### src/rtl/xfabric_arb_pkg.sv
// Shared types and the round-robin search used by the fabric target arbiter.
// The search is generic up to RR_MAX_N initiators; callers pass their real count.
package xfabric_arb_pkg;

    typedef enum logic [1:0] {
        ARB_IDLE = 2'd0,
        ARB_REQ  = 2'd1,
        ARB_RSP  = 2'd2
    } arb_state_t;

    localparam int RR_MAX_N = 32;
    localparam int RR_IW    = 5;

    // First set bit of vld scanning last+1 .. last (with wrap) over n entries.
    function automatic logic [RR_IW-1:0] rr_next(
        input logic [RR_MAX_N-1:0] vld,
        input int                  n,
        input logic [RR_IW-1:0]    last
    );
        logic [RR_IW-1:0] pick;
        logic             found;
        int               c;
        pick  = '0;
        found = 1'b0;
        c     = 0;
        for (int k = 1; k <= RR_MAX_N; k++) begin
            if (k <= n && !found) begin
                c = int'(last) + k;
                if (c >= n) c = c - n;
                if (vld[c]) begin
                    pick  = RR_IW'(c);
                    found = 1'b1;
                end
            end
        end
        return pick;
    endfunction

endpackage

### src/rtl/xfabric_rr_picker.sv
// Combinational round-robin pick: lowest-priority slot is the one granted last.
module xfabric_rr_picker
    import xfabric_arb_pkg::*;
#(
    parameter int N  = 3,
    parameter int OW = (N > 2) ? $clog2(N) : 1
) (
    input  logic [N-1:0]  vld,
    input  logic [OW-1:0] last,
    output logic          any,
    output logic [OW-1:0] idx
);

    always_comb begin
        any = |vld;
        idx = OW'(rr_next(RR_MAX_N'(vld), N, RR_IW'(last)));
    end

endmodule

### src/rtl/xfabric_tgt_arbiter.sv
// Shares one fabric target port between N_INIT initiators, one transaction in flight.
// Optional XFABRIC_ARB_LOCK_EN adds m_req_lock to keep ownership across back-to-back transfers.
module xfabric_tgt_arbiter
    import xfabric_arb_pkg::*;
#(
    parameter int N_INIT = 3,
    parameter int AW     = 21,
    parameter int DW     = 32
) (
    input  logic                   clk,
    input  logic                   rstn,
    input  logic [N_INIT-1:0]      m_req_vld,
    input  logic [N_INIT-1:0]      m_req_wr,
    input  logic [N_INIT*AW-1:0]   m_req_adr,
    input  logic [N_INIT*DW/8-1:0] m_req_strb,
    input  logic [N_INIT*DW-1:0]   m_req_dat,
    output logic [N_INIT-1:0]      m_req_gnt,
    output logic [N_INIT-1:0]      m_rsp_vld,
    output logic [DW-1:0]          m_rsp_dat,
    input  logic [N_INIT-1:0]      m_rsp_gnt,
`ifdef XFABRIC_ARB_LOCK_EN
    input  logic [N_INIT-1:0]      m_req_lock,
`endif
    output logic                   s_req_vld,
    output logic                   s_req_wr,
    output logic [AW-1:0]          s_req_adr,
    output logic [DW/8-1:0]        s_req_strb,
    output logic [DW-1:0]          s_req_dat,
    input  logic                   s_req_gnt,
    input  logic                   s_rsp_vld,
    input  logic [DW-1:0]          s_rsp_dat,
    output logic                   s_rsp_gnt,
    output arb_state_t             dbg_state
);

    localparam int OW = (N_INIT > 2) ? $clog2(N_INIT) : 1;
    localparam int SW = DW / 8;

    // Handshake: a request or response transfers on the cycle where vld and gnt are both 1;
    // the sender holds vld and payload stable until then.
    arb_state_t    state_q, state_d;
    logic [OW-1:0] owner_q, owner_d;
    logic [OW-1:0] last_q, last_d;
    logic          pick_any;
    logic [OW-1:0] pick_idx;

    xfabric_rr_picker #(.N(N_INIT), .OW(OW)) u_picker (
        .vld  (m_req_vld),
        .last (last_q),
        .any  (pick_any),
        .idx  (pick_idx)
    );

    always_ff @(posedge clk or negedge rstn) begin
        if (!rstn) begin
            state_q <= ARB_IDLE;
            owner_q <= '0;
            last_q  <= OW'(N_INIT - 1);
        end else begin
            state_q <= state_d;
            owner_q <= owner_d;
            last_q  <= last_d;
        end
    end

    always_comb begin
        state_d    = state_q;
        owner_d    = owner_q;
        last_d     = last_q;
        m_req_gnt  = '0;
        m_rsp_vld  = '0;
        m_rsp_dat  = s_rsp_dat;
        s_req_vld  = 1'b0;
        s_req_wr   = 1'b0;
        s_req_adr  = '0;
        s_req_strb = '0;
        s_req_dat  = '0;
        s_rsp_gnt  = 1'b0;
        case (state_q)
            ARB_IDLE: begin
                if (pick_any) begin
                    owner_d = pick_idx;
                    last_d  = pick_idx;
                    state_d = ARB_REQ;
                end
            end
            ARB_REQ: begin
                s_req_vld          = m_req_vld[owner_q];
                s_req_wr           = m_req_wr[owner_q];
                s_req_adr          = m_req_adr[int'(owner_q)*AW +: AW];
                s_req_strb         = m_req_strb[int'(owner_q)*SW +: SW];
                s_req_dat          = m_req_dat[int'(owner_q)*DW +: DW];
                m_req_gnt[owner_q] = s_req_gnt;
                // An owner withdrawing its request forfeits the slot without issuing anything.
                if (!m_req_vld[owner_q]) begin
                    state_d = ARB_IDLE;
                end else if (s_req_gnt) begin
                    state_d = ARB_RSP;
                end
            end
            ARB_RSP: begin
                m_rsp_vld[owner_q] = s_rsp_vld;
                s_rsp_gnt          = m_rsp_gnt[owner_q];
                if (s_rsp_vld && m_rsp_gnt[owner_q]) begin
                    state_d = ARB_IDLE;
`ifdef XFABRIC_ARB_LOCK_EN
                    if (m_req_lock[owner_q] && m_req_vld[owner_q]) begin
                        state_d = ARB_REQ;
                    end
`endif
                end
            end
            default: state_d = ARB_IDLE;
        endcase
    end

    assign dbg_state = state_q;

endmodule

### config.mk
export PLATFORM = sky130hd
export DESIGN_NAME = xfabric_tgt_arbiter
export DESIGN_NICKNAME = d
export VERILOG_FILES = /design/src/rtl/xfabric_arb_pkg.sv /design/src/rtl/xfabric_rr_picker.sv /design/src/rtl/xfabric_tgt_arbiter.sv
export SDC_FILE = /design/constraint.sdc
export NUM_CORES = 1
export LEC_CHECK = 0
export BUFFER_PORTS_ARGS = -buffer_cell sky130_fd_sc_hd__buf_4
export CAP_MARGIN = 20
export CORE_AREA = 2 2 121 123
export CTS_BUF_LIST = sky130_fd_sc_hd__clkbuf_4
export CTS_CLUSTER_DIAMETER = 50
export DETAILED_ROUTE_END_ITERATION = 7
export DIE_AREA = 0 0 123 125
export PLACE_DENSITY_LB_ADDON = 0.05
export SLEW_MARGIN = 20
export SYNTH_ARGS = -nofsm -noshare
export SYNTH_HDL_FRONTEND = slang
export SYNTH_SLANG_ARGS = --single-unit
### constraint.sdc
create_clock -name clk -period 2.8 [get_ports clk]
set_input_delay 0.42 -clock clk [delete_from_list [all_inputs] [get_ports clk]]
set_output_delay 0.42 -clock clk [all_outputs]
set_load 0.01 [all_outputs]
==> impl_metrics.yaml <==
die:
  io_pins: 316
  die_area_um2: 15400
  die_h_um: 125
  core_um2: 14200
  initial_core_util: 0.154
  placementRows: 44
  die_w_um: 123
sta:
  fin_crit_sh: 0.858
  rsz0062_at_grt: "no"
  setup_slack_ps: 398
  finalHoldViolations: 0
  tightest_slew_ps: 609
  setup_viol: 0
  fmax_ghz: 0.416
  slew_headroom: 0.591
  setup_tns_ps: 0
  period_needed_ps: 2400
  finClkSkew_ps: 2.02
  slew_violations: 0
synthesis:
  synth_nets: 570
  synth_area_leaders: "mux2i_1, nor2_1, a21oi_1, buf_4, dfrtp_1"
  ys_seq_elements: 5
  yosysTopAreaCellShare: 0.275
  avgSynthCellArea_um2: 6.25
  synth_area_um2: 2190
  yosys_warnings: 0
  synth_top_area_cell: "mux2i_1"
  syn-instance-count: 350
  seq_area_frac_synth: 0.0578
  synth.distinct_cells: 32
route:
  wl_per_cell_um: 14.8
  first_pass_iters: 4
  vias: 3084
  drc: 0
  routed_wl_mm: 10.9
  drtIter0Drc: 67
  final_antenna_net_count: 0
  viasPerCell: 4.18
place:
  place_worst_setup_slack_ps: 610
  port_buffers: 251
  placed_cells: 733
  dp_hpwl_mm: 8.69
  gp_congestion: 0.822
  placed_area_um2: 4030
worst_setup_path:
  critPathSlowestCell: "dfrtp_4"
  cp_common_cell: "nor2_1"
  reg2reg_slack_ps: 690
  path_class: "register to output port"
  critical_path_arrival_ps: 1980
  worstPathCellList: "buf_12 > mux2i_1 > nor2_1 > a21oi_1 > nor2_1 > buf_4"
  critical-path-max-stage-delay_ps: 800
  critPathCaptureType: "output port"
  required_ps: 2380
  cp-start-kind: "register"
  crit_fanout: 32
cells_and_area:
  final_nets: 775
  drive_gt1_frac: 0.493
  fill_cells: 1619
  n_antenna_cell: 0
  fin_area_um2: 4070
  final_common_cell: "buf_4"
  area_delta_synth_final_pct: 86.0
  mostFrequentLayoutCells: "buf_4, nor2_1, mux2i_1"
  final_cells: 738
power:
  ir_drop_mv: 0.409
  seq_power_share: 0.085
  power.internal_w: 0.00165
  p_comb_frac: 0.888
  p_per_area_nw_per_um2: 825
  p_sw_w: 0.00171
  power.leakage_nw: 2.17
  swShare: 0.509
  p_clk_frac: 0.027
  finalPower_w: 0.00336
clock_network:
  cts_root_buffer: "clkbuf_4"
  insertion_delay_ps: 240
  numCtsBuffers: 3
  cts.sinks: 5
  cts_setup_buffers: 0
  cts_tree: "built"
  cts.clk_slew.worst_paths_ps: 40
  h-tree-depth: 1
  clockBufferDepth: 2
global_routing:
  met2_usage: 0.261
  grt_pass1_wl_mm: 15.9
  busiest_layer: "met2"
  grt_overflow_total: 0
  grt_use_met1: 0.135
  met3_usage: 0.0246
  grtUsageTotal: 0.130
  grt_pass1_vias: 3002
  grt_max_degree: 50
  antenna_found_initial: 0
run_status:
  outcome: "finished clean"
min_path:
  worstHoldPathType: "input port to register"
run:
  cap_violations: 0
cell type report:
class	count	area (µm²)	area share
clock buffers	4	30.0	0.00738
inverters	4	15.0	0.00369
multi-input cells	282	1690	0.415
flip-flops and latches	5	131	0.0323
well taps	184	230	0.0566
repair buffers	259	1970	0.485
stage by stage:
| stage | util | hold WS, ps |
|---|---|---|
| after global placement | 0.283 | 228 |
| after CTS | 0.286 | 467 |
| after detailed placement | 0.283 | 228 |
| after global routing | 0.286 | 463 |
| after floorplan | - | 124 |
| final | 0.286 | 472 |
flip-flops by register name, summed over array words and instances, names as in the netlist:
name       cells
dbg_state      2
last_q         1
owner_q        2
final timing paths:
check	start	endpoint	depth (start not counted)
max in group asynchronous	rstn	last_q[1]	2
min in group asynchronous	rstn	dbg_state[1]	2
setup / recovery	owner_q[1]	s_req_adr[17]	6
hold reg to reg	last_q[1]	last_q[1]	2
hold / removal	s_req_gnt	dbg_state[1]	2
setup reg to reg	owner_q[0]	owner_q[0]	6
per-layer routing:
| metal | share of wire | vias to the layer above | wire length (µm) |
|---|---|---|---|
| li1 | - | 1562 | - |
| met1 | 0.35 | 1366 | 3790 |
| met2 | 0.55 | 132 | 6030 |
| met3 | 0.079 | 24 | 866 |
| met4 | 0.022 | 0 | 240 |
| met5 | 0 | - | 0 |
cell families after synthesis:
kind of cell             count (synthesis)  share of synthesized area
AO/OA/AOI/OAI                           70                      0.189
AND/OR/NAND/NOR                        147                      0.274
adder cells (fa/ha/maj)                  4                     0.0229
flip-flops                               5                     0.0578
buffers and inverters                   63                      0.175
multiplexers                            61                      0.282
cell usage after synthesis (all sizes together):
library cell,count
and2,2
clkbuf,12
a21bo,1
nor3,6
dfrtp,4
o22ai,1
o311a,1
ha,4
mux2i,60
o311ai,1
nor2,120
buf,47
mux2,1
dfstp,1
and3,2
nand3,1
nand4,1
and4,1
a21oi,59
nor2b,3
o2bb2ai,1
o211ai,1
inv,4
a21o,1
and3b,1
a221o,1
a32o,2
nand2,8
o22a,1
nand2b,2
worst max-delay path, delay by kind of cell (launching register included):
family,cells,cell delay (ps)
AO/OA/AOI/OAI,1,130
buffers and inverters,2,460
flip-flops,1,800
multiplexers,1,230
AND/OR/NAND/NOR,2,120
power by group through the flow:
stage | Combinational (W) | Sequential [W] | Clock (W)
after detailed placement | 0.00303 | 0.000293 | 0
after global routing | 0.00328 | 0.000307 | 0.000104
final | 0.00298 | 0.000285 | 0.0000917
after CTS | 0.00304 | 0.000291 | 0.0000968
after floorplan | 0.00193 | 0.000151 | 0
after global placement | 0.00304 | 0.000290 | 0
repair_timing:
| item | 4_1_cts | 5_1_grt |
|---|---|---|
| resized for setup | 0 | 0 |
| endpoints found under the hold margin | 4 | 0 |
| hold buffers | 1 | 0 |
Power figures use the tool's default switching activity.
